File: config.mk
export PLATFORM = sky130hd
export DESIGN_NAME = pic_fetch_unit
export DESIGN_NICKNAME = d
export VERILOG_FILES = /design/src/rtl/pic_fetch_unit.sv
export SDC_FILE = /design/constraint.sdc
export NUM_CORES = 1
export LEC_CHECK = 0
export CAP_MARGIN = 25
export CORE_AREA = 2 2 166 168
export CTS_BUF_LIST = sky130_fd_sc_hd__clkbuf_4 sky130_fd_sc_hd__clkbuf_8
export DETAILED_ROUTE_END_ITERATION = 10
export DIE_AREA = 0 0 168 170
export DONT_BUFFER_PORTS = 1
export PLACE_DENSITY_LB_ADDON = 0.2
export SYNTH_ARGS = -nofsm -noshare
export SYNTH_HDL_FRONTEND = slang
export SYNTH_SLANG_ARGS = --single-unit
File: constraint.sdc
create_clock -name clk -period 3.35 [get_ports clk]
set_input_delay 0.335 -clock clk [delete_from_list [all_inputs] [get_ports clk]]
set_output_delay 0.335 -clock clk [all_outputs]
set_load 0.005 [all_outputs]
File: src/rtl/pic_fetch_unit.sv
// PIC16F-compatible PC / instruction-fetch stage with an 8-level circular return stack.
// Optional macro STACK_ERR_FLAGS_EN adds sticky stack overflow/underflow flags.
module pic_fetch_unit (
   input  logic        clk,
   input  logic        rst,
   output logic [12:0] prog_addr,
   input  logic [13:0] prog_rd_data,
   input  logic        instr_rd_en,
   input  logic        incr_pc_en,
   input  logic        flush_en,
   input  logic        pc_load_en,
   input  logic [12:0] pc_load_val,
   input  logic        pcl_wr_en,
   input  logic [7:0]  pcl_wr_data,
   input  logic [4:0]  pclath,
   input  logic        stack_push_en,
   input  logic        stack_pop_en,
   output logic [13:0] instr_current,
   output logic        stack_overflow,
   output logic        stack_underflow
);

   logic [12:0] pc_q, pc_d;
   logic [13:0] ir_q, ir_d;
   logic [2:0]  sp_q, sp_d;
   logic [12:0] stack_q [8];
   logic [12:0] stack_d [8];
   logic [12:0] tos_s;
   logic        push_s;

   // A pop in the same cycle as a push cancels the push entirely.
   assign push_s = stack_push_en & ~stack_pop_en;
   assign tos_s  = stack_q[sp_q - 3'd1];

   // Next-state for PC, IR, stack pointer and stack contents.
   always_comb begin
      pc_d    = pc_q;
      ir_d    = ir_q;
      sp_d    = sp_q;
      stack_d = stack_q;

      if (flush_en) begin
         ir_d = 14'h0000;
      end else if (instr_rd_en) begin
         ir_d = prog_rd_data;
      end else begin
         ir_d = ir_q;
      end

      if (stack_pop_en) begin
         pc_d = tos_s;
      end else if (pc_load_en) begin
         pc_d = pc_load_val;
      end else if (pcl_wr_en) begin
         pc_d = {pclath, pcl_wr_data};
      end else if (incr_pc_en) begin
         pc_d = pc_q + 13'd1;
      end else begin
         pc_d = pc_q;
      end

      if (stack_pop_en) begin
         sp_d = sp_q - 3'd1;
      end else if (push_s) begin
         stack_d[sp_q] = pc_q;
         sp_d          = sp_q + 3'd1;
      end else begin
         sp_d = sp_q;
      end
   end

   // State registers with synchronous active-low reset.
   always_ff @(posedge clk) begin
      if (!rst) begin
         pc_q <= 13'h0000;
         ir_q <= 14'h0000;
         sp_q <= 3'd0;
         for (int i = 0; i < 8; i++) begin
            stack_q[i] <= 13'h0000;
         end
      end else begin
         pc_q <= pc_d;
         ir_q <= ir_d;
         sp_q <= sp_d;
         for (int i = 0; i < 8; i++) begin
            stack_q[i] <= stack_d[i];
         end
      end
   end

   assign prog_addr     = pc_q;
   assign instr_current = ir_q;

`ifdef STACK_ERR_FLAGS_EN
   logic [3:0] depth_q, depth_d;
   logic       ovf_q, ovf_d;
   logic       unf_q, unf_d;

   // Depth tracking saturates at 0 and 8; hitting either limit sets a sticky flag.
   always_comb begin
      depth_d = depth_q;
      ovf_d   = ovf_q;
      unf_d   = unf_q;
      if (stack_pop_en) begin
         if (depth_q == 4'd0) begin
            unf_d = 1'b1;
         end else begin
            depth_d = depth_q - 4'd1;
         end
      end else if (stack_push_en) begin
         if (depth_q == 4'd8) begin
            ovf_d = 1'b1;
         end else begin
            depth_d = depth_q + 4'd1;
         end
      end else begin
         depth_d = depth_q;
      end
   end

   // Error-flag registers.
   always_ff @(posedge clk) begin
      if (!rst) begin
         depth_q <= 4'd0;
         ovf_q   <= 1'b0;
         unf_q   <= 1'b0;
      end else begin
         depth_q <= depth_d;
         ovf_q   <= ovf_d;
         unf_q   <= unf_d;
      end
   end

   assign stack_overflow  = ovf_q;
   assign stack_underflow = unf_q;
`else
   assign stack_overflow  = 1'b0;
   assign stack_underflow = 1'b0;
`endif

endmodule

==> results.cfg, run 1 <==
[cts]
tritoncts = yes
ctsLongestPathBuffers = 2
cts_root_buffer = clkbuf_8
numCtsBuffers = 17
htree_levels = 4
clock_latency_ns = 0.44
cts_sinks = 134
cts_setup_buffers = 0
cts_resized = 0
clk_pin_slew_ns = 0.08
hold_buffers = 2

[floorplan]
fp.dieH_um = 170
die_x_um = 168
ioPinCount = 78
fp.coreArea_um2 = 26700
num_rows = 60
die_area_um2 = 28600
initial_utilization_pct = 24.7

[route]
totalWireLength_um = 18500
via_count = 4763
viasPerCell = 4.65
drt_drc_violations_left = 0
drtIter0Drc = 387
first_pass_iters = 4
postRouteAntennaNets = 0
wl_per_cell_um = 18.0

[power]
peakVddDrop_mv = 0.216
switching_power_mw = 0.979
clockPowerShare_pct = 41.1
intPower_mw = 2.63
power_mw = 3.61
seq_power_share_pct = 46.6
power_density_nw_per_um2 = 491
p_sw_share_pct = 27.1
p_leak_nw = 2.62
combinationalPowerShare_pct = 12.2

[worst_setup_path]
crit_path_start = sp_q[1]$_SDFFE_PN0P_
cp-end-kind = register
arrival_ns = 2.73
path_class = register to register
r2r-start = sp_q[1]$_SDFFE_PN0P_
r2r-end = prog_addr[7]$_SDFFE_PN0P_
cp.required_ns = 3.72
path_max_fanout = 19
reg2reg_depth = 7
setup.worst_path.end = prog_addr[7]$_SDFFE_PN0P_
start_kind = register
r2r_setup_slack_ns = 0.99

[timing]
slew-limit-headroom_pct = 52.0
setup_viol_count_final = 0
slew_violations = 0
finalHoldViolCount = 0
finalCritPeriodShare_pct = 70.5
setup_slack_ns = 0.990
rsz0062_at_grt = no
period_needed_ns = 2.36
clock_skew_ns = 0.0129
tightest_slew_ns = 0.720
finalSetupTns_ns = 0
max_freq_mhz = 424

[global_routing]
grt.overflow.total = 0
grt_use_total_pct = 13.2
antenna_found_initial = 0
grt_pass1_vias = 4740
grt_max_degree = 121
grt_pass1_wl_um = 28700

[flow_run]
max_cap_viol_count = 0

[synth]
ys_async_sr_fraction_pct = 0
synthFlopType = dfxtp_1
synth_seq_cells = 134
netlist_instances = 694
yosysWarnings = 0
synth.avg_cell_area_um2 = 9.47
synth_cell_types = 52
synth_area_um2 = 6570
synth_edf_count = 0
yosysSeqAreaShare_pct = 40.8

[place]
gp_congestion = 0.741
dp_hpwl_um = 12100
port_buffers = 0
place_ws_ns = 0.995

[final_layout]
layout_commonest_cell = dfxtp_1
mostFrequentLayoutCells = dfxtp_1, mux2i_1, nor2b_1
syn2layout_area_growth_pct = 11.9
n_antenna_cell = 0
num-nets-final = 725
drive_gt1_share_pct = 11.7
fin_util_pct = 27.6

[run_status]
status = completed

[hold_path]
hold_class = input pin to register
## power by group through the flow
stage / Sequential, mW / Clock (mW) / Combinational [mW]
final: 1.68 / 1.48 / 0.442
after global routing: 1.69 / 1.60 / 0.481
after floorplan: 1.68 / 0 / 0.374
after global placement: 1.72 / 0 / 0.446
after CTS: 1.68 / 1.54 / 0.450
after detailed placement: 1.72 / 0 / 0.446
## kinds of logic (layout without fill, tap and decap cells)
family	Yosys count	in the layout	share of synthesized area, %
AND/OR/NAND/NOR	231	231	18.0
flip-flops	134	134	40.8
multiplexers	122	122	22.0
AO/OA/AOI/OAI	115	115	11.6
buffers and inverters	76	65	4.78
XOR/XNOR	12	12	2.17
adder cells (fa/ha/maj)	3	3	0.571
other	1	2	0.0570
## cell usage after synthesis (2+ instances only)
| cell | number | area [um^2] |
|---|---|---|
| nor4_1 | 3 | 18.8 |
| a211o_1 | 3 | 26.3 |
| buf_4 | 4 | 30.0 |
| o21ai_0 | 30 | 150 |
| or3_1 | 2 | 12.5 |
| o2111a_1 | 2 | 22.5 |
| nand4_1 | 6 | 37.5 |
| nor3_1 | 4 | 20.0 |
| o31ai_1 | 2 | 15.0 |
| o211a_1 | 3 | 30.0 |
| ha_1 | 3 | 37.5 |
| nand2b_1 | 3 | 18.8 |
| dfxtp_1 | 134 | 2680 |
| a31oi_1 | 5 | 31.3 |
| a31o_2 | 2 | 17.5 |
| and2_1 | 2 | 12.5 |
| nand3_1 | 26 | 130 |
| buf_2 | 11 | 55.1 |
| mux2i_1 | 104 | 1040 |
| a21boi_0 | 27 | 203 |
| and3_1 | 3 | 18.8 |
| clkbuf_1 | 48 | 180 |
| o22ai_1 | 5 | 31.3 |
| nand2_1 | 62 | 233 |
| nor2_1 | 33 | 124 |
| a2111oi_0 | 2 | 17.5 |
| mux4_2 | 18 | 405 |
| inv_1 | 9 | 33.8 |
| buf_1 | 3 | 11.3 |
| xnor2_1 | 9 | 78.8 |
| a211oi_1 | 3 | 22.5 |
| o21a_1 | 2 | 15.0 |
| nor2b_1 | 83 | 519 |
| a21oi_1 | 20 | 100 |
## critical path, stage by stage (launching register included)
cell	delay [ns]
dfxtp_1	0.38
inv_1	0.08
ha_1	0.31
xnor2_4	0.59
mux2i_1	0.16
mux4_2	0.48
a21oi_1	0.15
a21boi_2	0.15
## stage by stage
stage                     instances  instance area (um^2)  hold slack [ns]
after floorplan                 695                  6580            0.440
after global placement          993                  6910            0.452
after detailed placement        993                  6910            0.438
after CTS                      1025                  7350          0.00129
after global routing           1025                  7350           0.0189
final                          1025                  7350           0.0491
## registers in the layout, indices dropped and copies added, names as in the netlist
signal and cells:
sp_q 3, instr_current 14, prog_addr 13, stack_q 104
## cell type report
| class | instances | area, um^2 |
|---|---|---|
| clock inverter | 12 | 178 |
| timing repair buffer | 25 | 193 |
| fill | 2864 | 19300 |
| inverter | 10 | 37.5 |
| multi-input combinational | 485 | 3590 |
| sequential | 134 | 2680 |
| clock buffer | 18 | 248 |
| tap | 341 | 427 |
## how the worst min path moves through the flow
stage                                    startpoint                             to  slack, ns  depth (start not counted)
after floorplan           stack_q[100]$_SDFFE_PN0P_      stack_q[100]$_SDFFE_PN0P_       0.44                          2
after CTS                                       rst       stack_q[77]$_SDFFE_PN0P_      0.001                          1
after detailed placement               stack_pop_en      prog_addr[9]$_SDFFE_PN0P_       0.44                          1
final                               prog_rd_data[3]  instr_current[3]$_SDFFE_PP0P_       0.05                          2
after global placement                 stack_pop_en      prog_addr[9]$_SDFFE_PN0P_       0.45                          1
after global routing                   stack_pop_en           sp_q[1]$_SDFFE_PN0P_       0.02                          1
## layer usage
layer	up-vias	share of wire, %	wire (um)	track usage, %
met3	10	6.5	1190	3.86
met1	2255	48	8930	17.8
met2	124	45	8250	20.9
met4	0	0.68	125	3.02
li1	2374	-	-	-
met5	-	0	0	0
Note: power is estimated with default switching activity, not from simulation.
==> run 2: changes to the inputs <==
--- a/config.mk
+++ b/config.mk
@@ -5,11 +5,12 @@
 export SDC_FILE = /design/constraint.sdc
 export NUM_CORES = 1
 export LEC_CHECK = 0
+export ABC_AREA = 1
 export CAP_MARGIN = 25
-export CORE_AREA = 2 2 166 168
+export CORE_AREA = 2 2 164 166
 export CTS_BUF_LIST = sky130_fd_sc_hd__clkbuf_4 sky130_fd_sc_hd__clkbuf_8
 export DETAILED_ROUTE_END_ITERATION = 10
-export DIE_AREA = 0 0 168 170
+export DIE_AREA = 0 0 166 168
 export DONT_BUFFER_PORTS = 1
 export PLACE_DENSITY_LB_ADDON = 0.2
 export SYNTH_ARGS = -nofsm -noshare
==> constraint.sdc (replaced) <==
create_clock -name clk -period 2.2 [get_ports clk]
set_input_delay 0.22 -clock clk [delete_from_list [all_inputs] [get_ports clk]]
set_output_delay 0.22 -clock clk [all_outputs]
set_load 0.005 [all_outputs]
==> run 2 against run 1 <==
Design area decreased by 0.83%. Sequential power is 56% higher. Combinational power increased by 130%. Largest cell class unchanged. Largest power group unchanged.
==> results.cfg, run 2 <==
[timing]
finalSetupTns_ns = 0
setup_viol_count_final = 0
slew_violations = 0
rsz0062_at_grt = no
holdWs_ns = 0.0357
tightest_slew_ns = 0.665
period_needed_ns = 1.87
clock_skew_ns = 0.00889
finalCritPeriodShare_pct = 85.0
finalHoldViolCount = 0
slew-limit-headroom_pct = 55.7
max_freq_mhz = 535

[route]
postRouteAntennaNets = 0
via_count = 5677
drtIter0Drc = 364
wl_per_cell_um = 17.0
viasPerCell = 4.70
first_pass_iters = 4
totalWireLength_um = 20600
drt_drc_violations_left = 0

[hold_path]
hold_class = input pin to register

[synth]
synth.avg_cell_area_um2 = 7.48
synth_largest_area_cell = dfxtp_1
yosysWarnings = 0
yosysSeqAreaShare_pct = 41.9
synth_edf_count = 0
ys_async_sr_fraction_pct = 0
synth_seq_cells = 134
synth_cell_types = 31
ys_top_cells_by_area = dfxtp_1, a21oi_1, o21ai_1, nor2_1, o21ai_0
ys_top_cells_by_count = dfxtp_1, a21oi_1, nor2_1
synthFlopType = dfxtp_1
netlist_instances = 857
synth_most_common_cell = dfxtp_1
yosysTopAreaCellShare_pct = 41.9
synth_area_um2 = 6410

[floorplan]
num_rows = 60
initial_utilization_pct = 24.3
die_x_um = 166
fp.dieH_um = 168
die_area_um2 = 27900
fp.coreArea_um2 = 26400
ioPinCount = 78

[power]
power_density_nw_per_um2 = 819
combinationalPowerShare_pct = 17.1
seq_power_share_pct = 43.9
p_leak_nw = 2.89
p_sw_share_pct = 30.0
clockPowerShare_pct = 39.0
power_mw = 5.97
peakVddDrop_mv = 0.351
intPower_mw = 4.18
switching_power_mw = 1.79

[worst_setup_path]
arrival_ns = 2.24
start_kind = register
cp.required_ns = 2.57
cp-end-kind = register
path_class = register to register
path_max_fanout = 20

[cts]
cts_root_buffer = clkbuf_8
clk_pin_slew_ns = 0.08
cts_sinks = 134
numCtsBuffers = 17
cts_setup_buffers = 0
tritoncts = yes
ctsLongestPathBuffers = 2
clock_latency_ns = 0.45
htree_levels = 4

[global_routing]
grt_max_degree = 121
grt_use_total_pct = 14.7
antenna_found_initial = 0
grt_pass1_wl_um = 32100
grt.overflow.total = 0
grt_pass1_vias = 5488

[final_layout]
n_antenna_cell = 0
fin_util_pct = 27.7
largest_reg_flops = 104
nFillCells = 2839
mostFrequentLayoutCells = dfxtp_1, a21oi_1, nor2_1
drive_gt1_share_pct = 11.2
layout_commonest_cell = dfxtp_1
stdcell_count = 1208
largest-register = stack_q
num-nets-final = 907
syn2layout_area_growth_pct = 13.8

[place]
gp_congestion = 0.740
dp_hpwl_um = 12800
port_buffers = 0
dp_cells = 1157

[flow_run]
max_cap_viol_count = 0

[run_status]
status = completed
-- run 2: cell type report --
cell class	instances	area (um^2)	share of cell area, %
Multi-Input combinational cell	610	3110	42.7
Clock inverter	11	173	2.37
Tap cell	341	427	5.85
Timing Repair Buffer	42	420	5.77
Clock buffer	20	269	3.69
Inverter	50	205	2.81
Sequential cell	134	2680	36.8
-- run 2: per-layer routing --
layer | track usage, % | vias up | share of wire, %
met2 | 24.3 | 139 | 47
li1 | - | 2908 | -
met1 | 19.2 | 2616 | 47
met5 | 0 | - | 0
met3 | 3.27 | 14 | 4.5
met4 | 4.69 | 0 | 1.6
-- run 2: worst max-delay path, cell delays in order, from the launching register on --
cell	delay, ns
dfxtp_1	0.40
inv_1	0.10
ha_1	0.34
inv_4	0.26
buf_4	0.18
o21ai_1	0.06
o22ai_1	0.15
nand2_1	0.06
nand2_1	0.06
nor2_1	0.04
a21oi_1	0.15
-- run 2: power by group through the flow --
stage                     Combinational (mW)  Sequential (mW)  Clock [mW]
after detailed placement               0.953             2.68           0
after CTS                               1.02             2.62        2.38
after floorplan                        0.737             2.64           0
after global placement                 0.959             2.68           0
final                                   1.02             2.62        2.33
after global routing                    1.13             2.63        2.47
-- run 2: repair_timing --
action,in CTS,in global routing
gates resized for setup,0,2
setup endpoints to repair,0,1
hold endpoints to repair,134,0
hold buffers,20,0
-- run 2: kinds of logic after synthesis --
family          synth area share [%]
compound gates                  28.6
xor+xnor                       0.840
fa+ha+maj                      0.586
buf+inv                         9.59
flops                           41.9
other cells                   0.0585
simple gates                    18.5
-- run 2: worst paths after layout --
| path | startpoint | end | slack, ns | cells past startpoint |
|---|---|---|---|---|
| min | pc_load_en | prog_addr[12]$_SDFFE_PN0P_ | 0.04 | 4 |
| min reg2reg | stack_q[66]$_SDFFE_PN0P_ | stack_q[66]$_SDFFE_PN0P_ | 0.46 | 2 |
| max reg2reg | sp_q[1]$_SDFFE_PN0P_ | prog_addr[5]$_SDFFE_PN0P_ | 0.33 | 10 |
| max | sp_q[1]$_SDFFE_PN0P_ | prog_addr[5]$_SDFFE_PN0P_ | 0.33 | 10 |
-- run 2: through the flow --
| stage | cell area (um^2) | setup WS, ns |
|---|---|---|
| floorplan | 6410 | 0.192 |
| global placement | 6630 | 0.286 |
| detailed placement | 6630 | 0.217 |
| CTS | 7290 | 0.196 |
| global route | 7290 | 0.118 |
| finish | 7290 | 0.330 |
==> run 3: changes to the inputs <==
--- a/config.mk
+++ b/config.mk
@@ -5,12 +5,12 @@
 export SDC_FILE = /design/constraint.sdc
 export NUM_CORES = 1
 export LEC_CHECK = 0
-export ABC_AREA = 1
+export ABC_AREA = 0
 export CAP_MARGIN = 25
-export CORE_AREA = 2 2 164 166
+export CORE_AREA = 2 2 166 168
 export CTS_BUF_LIST = sky130_fd_sc_hd__clkbuf_4 sky130_fd_sc_hd__clkbuf_8
 export DETAILED_ROUTE_END_ITERATION = 10
-export DIE_AREA = 0 0 166 168
+export DIE_AREA = 0 0 168 170
 export DONT_BUFFER_PORTS = 1
 export PLACE_DENSITY_LB_ADDON = 0.2
 export SYNTH_ARGS = -nofsm -noshare
==> constraint.sdc (replaced) <==
create_clock -name clk -period 1.95 [get_ports clk]
set_input_delay 0.195 -clock clk [delete_from_list [all_inputs] [get_ports clk]]
set_output_delay 0.195 -clock clk [all_outputs]
set_load 0.005 [all_outputs]
==> run 3 against run 2 <==
Register-to-register slack got worse by 0.26 ns. Hold slack improved by 0.0043 ns. Die area rose by 2.4%.
==> results.cfg, run 3 (same netlist as run 1, synthesis figures left out) <==
[worst_setup_path]
crit_path_max_incr_delay_ns = 0.45
r2r-end = prog_addr[1]$_SDFFE_PN0P_
r2r_setup_slack_ns = 0.07
cp_slowest_cell = ha_4
crit_chain = inv_2 -> ha_4 -> buf_8 -> mux4_2 -> nand2_1 -> nand3_1 -> o211a_1
crit_path_start = sp_q[0]$_SDFFE_PN0P_
reg2reg_depth = 7
cp.required_ns = 2.30
arrival_ns = 2.24
cp.depth = 7
path_class = register to register
r2r-start = sp_q[0]$_SDFFE_PN0P_
cp-end-kind = register
path_max_fanout = 15
crit_family = adder cells
start_kind = register
path_buf_inv = 2
setup.worst_path.end = prog_addr[1]$_SDFFE_PN0P_

[global_routing]
antenna_found_initial = 0
grt_max_degree = 118
grt_use_total_pct = 14.2
grt_pass1_wl_um = 30800
grt_pass1_vias = 4999
grt.overflow.total = 0

[power]
p_leak_nw = 2.93
power_density_nw_per_um2 = 772
power_mw = 6.19
peakVddDrop_mv = 0.385

[timing]
holdWs_ns = 0.0400
finalCritPeriodShare_pct = 96.6
setup_viol_count_final = 0
slew-limit-headroom_pct = 37.9
rsz0062_at_grt = yes
clock_skew_ns = 0.0155
slew_violations = 0
period_needed_ns = 1.88
tightest_slew_ns = 0.928
setup_slack_ns = 0.0665
max_freq_mhz = 531
finalHoldViolCount = 0

[floorplan]
fp.dieH_um = 170
num_rows = 60
die_x_um = 168
die_area_um2 = 28600
initial_utilization_pct = 24.7
ioPinCount = 78
fp.coreArea_um2 = 26700

[cts]
clk_pin_slew_ns = 0.09
htree_levels = 4
cts_root_buffer = clkbuf_8
numCtsBuffers = 17
clock_latency_ns = 0.45
ctsLongestPathBuffers = 2
cts_sinks = 134
tritoncts = yes

[final_layout]
finalInstanceArea_um2 = 8010
drive_gt1_share_pct = 16.7
mostFrequentLayoutCells = dfxtp_1, mux2i_1, nor2b_1
num-nets-final = 794
largest_reg_flops = 104
fin_util_pct = 30.1
n_antenna_cell = 0
syn2layout_area_growth_pct = 21.8
largest-register = stack_q
layout_commonest_cell = dfxtp_1

[flow_run]
max_cap_viol_count = 0

[place]
postPlaceCellArea_um2 = 7210
port_buffers = 0
gp_congestion = 0.749
dp_hpwl_um = 12900
place_ws_ns = 0.0454

[route]
drtIter0Drc = 283
wl_per_cell_um = 18.4
drt_drc_violations_left = 0
postRouteAntennaNets = 0
first_pass_iters = 4
via_count = 5122
viasPerCell = 4.67
totalWireLength_um = 20200

[run_status]
status = completed

[hold_path]
hold_class = input pin to register
[run 3: per-stage QoR]
stage,TNS [ns],cells
final,0,1096
after global routing,-0.00782,1096
after CTS,0,1093
after detailed placement,0,1026
after global placement,0,1026
after floorplan,0,695
[run 3: worst register-to-register path: stages, from the launching register on]
cell     delay, ns
dfxtp_4       0.37
inv_2         0.05
ha_4          0.45
buf_8         0.22
mux4_2        0.30
nand2_1       0.08
nand3_1       0.12
o211a_1       0.21
[run 3: final cells by class]
type	instances	area, um^2
clock buffers	19	262
well taps	341	427
repair buffers	94	860
flip-flops and latches	134	2690
inverters	10	37.5
multi-input cells	485	3630
clock inverters	13	111
fillers	2841	18600
[run 3: how the worst min path moves through the flow]
| stage | start | end | cells after the start |
|---|---|---|---|
| 2_1_floorplan | prog_rd_data[0] | instr_current[0]$_SDFFE_PP0P_ | 2 |
| 5_1_grt | stack_pop_en | prog_addr[6]$_SDFFE_PN0P_ | 3 |
| 6_report | stack_push_en | sp_q[1]$_SDFFE_PN0P_ | 3 |
| 4_1_cts | rst | prog_addr[7]$_SDFFE_PN0P_ | 3 |
| 3_5_place_dp | stack_pop_en | prog_addr[9]$_SDFFE_PN0P_ | 1 |
| 3_3_place_gp | stack_pop_en | prog_addr[9]$_SDFFE_PN0P_ | 1 |
[run 3: what timing repair did]
action                     4_1_cts  5_1_grt
hold endpoints to repair       132        0
setup endpoints to repair        0        8
resized for setup                0        8
hold buffers                    35        0
buffers inserted                 0        3
[run 3: where the power goes]
part	total, mW	switching [mW]	internal [mW]	leakage [nW]
sequential	2.85	0.0608	2.79	1.08
combinational	1.10	0.596	0.508	1.66
clock	2.23	1.25	0.984	0.185
[run 3: metal layers]
metal | up-vias | track usage (%) | routed length, um
li1 | 2517 | - | -
met1 | 2469 | 19.5 | 10000
met2 | 120 | 23.1 | 9010
met3 | 16 | 3.02 | 975
met4 | 0 | 2.95 | 168
met5 | - | 0 | 0
